`config.mk`:
```
export PLATFORM = sky130hd
export DESIGN_NAME = fetch_prefetch_queue
export DESIGN_NICKNAME = d
export VERILOG_FILES = /design/src/rtl/fetch_prefetch_queue.sv
export SDC_FILE = /design/constraint.sdc
export NUM_CORES = 1
export LEC_CHECK = 0
export ABC_AREA = 1
export CORE_AREA = 2 2 156 158
export CTS_CLUSTER_SIZE = 24
export DETAILED_ROUTE_END_ITERATION = 12
export DIE_AREA = 0 0 158 160
export PLACE_DENSITY = 0.95
export REMOVE_ABC_BUFFERS = 1
export SYNTH_ARGS = -nofsm -noshare
export SYNTH_HDL_FRONTEND = slang
export SYNTH_SLANG_ARGS = --single-unit
```
`constraint.sdc`:
```
create_clock -name clk -period 14.7 [get_ports clk]
set_clock_uncertainty 0.1 [all_clocks]
set_input_delay 1.47 -clock clk [delete_from_list [all_inputs] [get_ports clk]]
set_output_delay 1.47 -clock clk [all_outputs]
set_load 0.02 [all_outputs]
```
`src/rtl/fetch_prefetch_queue.sv`:
```
// Fetch PC owner plus DEPTH-entry prefetch queue; head valid one cycle after enqueue.
// Backpressure: enqueue stalls while full unless the head leaves; a flush empties the queue.
module fetch_prefetch_queue #(
  parameter int                WIDTH    = 32,
  parameter int                DEPTH    = 4,
  parameter int                IM_AW    = 12,
  parameter logic [WIDTH-1:0]  RESET_PC = 32'h0000_3000,
  parameter logic [WIDTH-1:0]  EXC_PC   = 32'h0000_4180
) (
  input  logic                     clk,
  input  logic                     reset,
  input  logic                     redirect_valid,
  input  logic [WIDTH-1:0]         redirect_pc,
  input  logic                     exc_req,
  output logic [IM_AW-1:0]         im_addr,
  input  logic [WIDTH-1:0]         im_data,
  output logic                     out_valid,
  input  logic                     out_ready,
  output logic [WIDTH-1:0]         instr_out,
  output logic [WIDTH-1:0]         pc_out,
  output logic [WIDTH-1:0]         pcadd4_out,
  output logic [$clog2(DEPTH):0]   count
);

  localparam int PW = $clog2(DEPTH);

  typedef struct packed {
    logic [WIDTH-1:0] pc;
    logic [WIDTH-1:0] instr;
  } entry_t;

  entry_t           mem [DEPTH];
  entry_t           head;
  logic [PW:0]      wptr;
  logic [PW:0]      rptr;
  logic [WIDTH-1:0] fetch_pc;
  logic [WIDTH-1:0] redirect_tgt;
  logic             flush;
  logic             full;
  logic             deq;
  logic             enq;

  // Pointers carry an extra wrap bit so full and empty are distinguishable.
  assign count        = wptr - rptr;
  assign full         = (count == (PW+1)'(DEPTH));
  assign out_valid    = (count != '0);
  assign deq          = out_valid & out_ready;
  assign flush        = exc_req | redirect_valid;
  assign enq          = ~flush & (~full | deq);
  assign redirect_tgt = redirect_pc & ~(WIDTH'(3));

  assign im_addr      = fetch_pc[IM_AW+1:2];

  assign head         = mem[rptr[PW-1:0]];
  assign instr_out    = out_valid ? head.instr : '0;
  assign pc_out       = out_valid ? head.pc : '0;
  assign pcadd4_out   = out_valid ? (head.pc + WIDTH'(4)) : '0;

  always_ff @(posedge clk) begin
    if (!reset) begin
      fetch_pc <= RESET_PC;
      wptr     <= '0;
      rptr     <= '0;
    end else if (flush) begin
      // A same-cycle dequeue still completes at decode; the queue is simply dropped.
      fetch_pc <= exc_req ? EXC_PC : redirect_tgt;
      wptr     <= '0;
      rptr     <= '0;
    end else begin
      if (enq) begin
        fetch_pc <= fetch_pc + WIDTH'(4);
        wptr     <= wptr + 1'b1;
      end
      if (deq) begin
        rptr <= rptr + 1'b1;
      end
    end
  end

  // Storage needs no reset: entries are only visible once counted.
  always_ff @(posedge clk) begin
    if (reset && enq) begin
      mem[wptr[PW-1:0]] <= '{pc: fetch_pc, instr: im_data};
    end
  end

  a_count_bound: assert property (@(posedge clk) disable iff (!reset)
    count <= (PW+1)'(DEPTH));

  a_empty_masked: assert property (@(posedge clk) disable iff (!reset)
    !out_valid |-> (pc_out == '0 && instr_out == '0 && pcadd4_out == '0));

endmodule

```
==> impl_metrics.yaml <==
cts:
  clock-root-buffer: "clkbuf_16"
  htree_levels: 1
  clk_pin_slew_ns: 0.05
  cts_sinks: 286
  postCtsSetupBuffers: 0
  numCtsBuffers: 29
  post_cts_resized: 0
  tritoncts: "yes"
  postCtsHoldBufs: 0
  clock_latency_ns: 0.55
  clockBufferDepth: 3
critical_path:
  path_delay_family: "buffers and inverters"
  crit_top_cell: "nand2_1"
  path_cells: "clkinv_2 > buf_4 > nand2_1 > nand2_1 > nand2_1 > nand2_1 > nand2_1 > nor2_1 > nand2_1 > nor2_1 > o21ai_0 > nor2_1 > clkdlybuf4s50_1"
  crit_path_top_delay_cell: "buf_4"
  required_ns: 13.13
  cp_max_fo: 108
  slowest_delay_ns: 0.82
  startpoint_type: "flop"
  endpoint_kind: "output port"
  worst-path-buf-inv: 3
  path_class: "flop to output port"
  worstPathArrival_ns: 4.68
logic_synthesis:
  postSynth.asyncResetShare: 0
  synth_cell_type_count: 35
  synth_cells: 1611
  netlist.area_leader.share: 0.532
  syn_avg_cell_area_um2: 8.70
  yosysSeqAreaShare: 0.586
  synth_warnings: 0
  synth.area.top_cells: "edfxtp_1, nand2_1, dfxtp_1"
  ys_ff_latch: 286
  synth_edf_count: 248
  synth_largest_area_cell: "edfxtp_1"
  netlist_area_mm2: 0.0140
  synth_ff_type: "edfxtp_1"
cells_and_area:
  drive_gt1_frac: 0.0413
  syn_to_final_growth_pct: 19.1
  diodes: 0
  layout.nets: 1824
  final_core_util: 0.701
floorplan:
  ioPinCount: 181
  placement_rows: 57
  initial_core_util: 0.588
  die_h_um: 160
  core_area_mm2: 0.0238
  dieArea_mm2: 0.0253
  die_width_um: 158
timing:
  min_period_over_period: 0.425
  hold_viol: 0
  relSlewSlack: 0.249
  rsz0062_at_grt: "false"
  setup_viol_count_final: 0
  layout_setup_ws_ns: 8.45
  tns_ns: 0
  period_needed_ns: 6.25
  tightest_slew_ns: 1.13
  slew_violations: 0
  maxClockFrequency_ghz: 0.160
routing:
  drtIter0Drc: 1085
  wl_per_cell_um: 17.0
  postRouteAntennaNets: 0
  finalWirelength_um: 35500
  first_pass_iters: 7
  drc_errors: 0
  avgViaCountPerCell: 5.62
  vias: 11742
power:
  netSwitchingFraction: 0.222
  clkPwrFrac: 0.392
  intPower_mw: 1.32
  ir_drop_mv: 0.0611
  p_comb_frac: 0.077
  p_sw_uw: 377
  power_density_mw_per_mm2: 102
  power_frac_seq: 0.531
  leakagePower_nw: 6.74
global_routing:
  use_met2: 0.496
  grt_pass1_wl_um: 55400
  antenna_found_initial: 0
  grtUsageMet1: 0.329
  grt_use_total: 0.278
  busiest_layer: "met2"
  grt_max_degree: 109
  overflow: 0
  grt_pass1_vias: 11631
  grt_use_met3: 0.0399
hold_path:
  hp-class: "flop to flop"
outcome:
  status: "finished, final reports clean"
placement:
  dp_hpwl_um: 22100
  port_buffers: 174
  place_ws_ns: 9.13
  gp_congestion: 0.941
job:
  max-cap-violations: 0
[final cells by class]
| cell class | count | area, um2 |
|---|---|---|
| Clock buffer | 35 | 748 |
| Clock inverter | 16 | 109 |
| Fill cell | 1693 | 7130 |
| Inverter | 145 | 546 |
| Multi-Input combinational cell | 1098 | 4840 |
| Sequential cell | 286 | 8210 |
| Tap cell | 324 | 405 |
| Timing Repair Buffer | 186 | 1830 |
[layout by cell type, fill, tap and decap left out, types with 12 or more instances in the layout]
| master | Yosys | final |
|---|---|---|
| clkbuf_16 | 0 | 29 |
| nor3_1 | 20 | 20 |
| nand2_1 | 531 | 531 |
| inv_1 | 142 | 141 |
| dfxtp_1 | 38 | 36 |
| o22ai_1 | 33 | 33 |
| buf_4 | 21 | 12 |
| a21oi_1 | 52 | 52 |
| nor2_1 | 194 | 190 |
| edfxtp_1 | 248 | 248 |
| nand3_1 | 98 | 98 |
| clkdlybuf4s50_1 | 0 | 174 |
| o21ai_0 | 114 | 114 |
[per-stage QoR]
| step | hold WS (ns) | total power, mW | instance area [um2] | cells |
|---|---|---|---|---|
| after floorplan | 0.372 | 0.979 | 13600 | 1529 |
| after global placement | 0.388 | 1.04 | 15800 | 2039 |
| after detailed placement | 0.416 | 1.05 | 15800 | 2039 |
| after CTS | 0.426 | 1.70 | 16700 | 2090 |
| after global routing | 0.456 | 1.75 | 16700 | 2090 |
| final | 0.430 | 1.70 | 16700 | 2090 |
[flip-flops by register name, summed over array words and instances (netlist names), named ones only]
signal	cells
fetch_pc	30
mem	248
rptr	3
wptr	3
[worst register-to-register path: stages (launching register included)]
cell and delay, ns:
dfxtp_1 0.39, inv_1 0.13, ha_1 0.24, fa_1 0.45, nand2_1 0.13, nor2_1 0.05
nand2_1 0.33, nand2_1 0.31, nor2_4 0.16, buf_4 0.74
[worst paths after layout]
path         startpoint             end  slack, ns  cells past startpoint
max reg2reg     wptr[0]      mem[0][29]      11.22                      9
min             wptr[0]         wptr[0]       0.43                      2
max                flop  pcadd4_out[13]       8.45                     13
min reg2reg     wptr[0]         wptr[0]       0.43                      2
[routing by layer]
layer | vias to the layer above | routed length [um] | share of wire
met1 | 5403 | 12700 | 0.36
met2 | 651 | 18000 | 0.51
li1 | 5570 | - | -
met5 | - | 0 | 0
met3 | 118 | 3460 | 0.098
met4 | 0 | 1320 | 0.037
[power by group through the flow]
stage / registers (mW) / logic (mW) / clock network (mW)
after detailed placement: 0.919 / 0.128 / 0
final: 0.903 / 0.130 / 0.666
after CTS: 0.902 / 0.129 / 0.673
after global routing: 0.903 / 0.140 / 0.705
after floorplan: 0.918 / 0.0615 / 0
after global placement: 0.918 / 0.124 / 0
[kinds of logic after synthesis]
| group | count (synthesis) | share of synthesized area |
|---|---|---|
| other | 1 | 0.000268 |
| AND/OR/NAND/NOR | 861 | 0.245 |
| adder cells (fa/ha/maj) | 9 | 0.00857 |
| flip-flops | 286 | 0.586 |
| AO/OA/AOI/OAI | 218 | 0.0834 |
| buffers and inverters | 230 | 0.0718 |
| XOR/XNOR | 6 | 0.00482 |
[Yosys cell counts, drive strengths merged (3+ instances only)]
| cell type | number |
|---|---|
| nand2 | 531 |
| edfxtp | 248 |
| nor2 | 201 |
| inv | 145 |
| o21ai | 120 |
| nand3 | 98 |
| buf | 54 |
| a21oi | 52 |
| dfxtp | 38 |
| o22ai | 33 |
| clkbuf | 31 |
| nor3 | 20 |
| ha | 8 |
| nand4 | 7 |
| o211ai | 5 |
| xor2 | 5 |
| a21o | 3 |
| or2 | 3 |
Power figures use the tool's default switching activity.
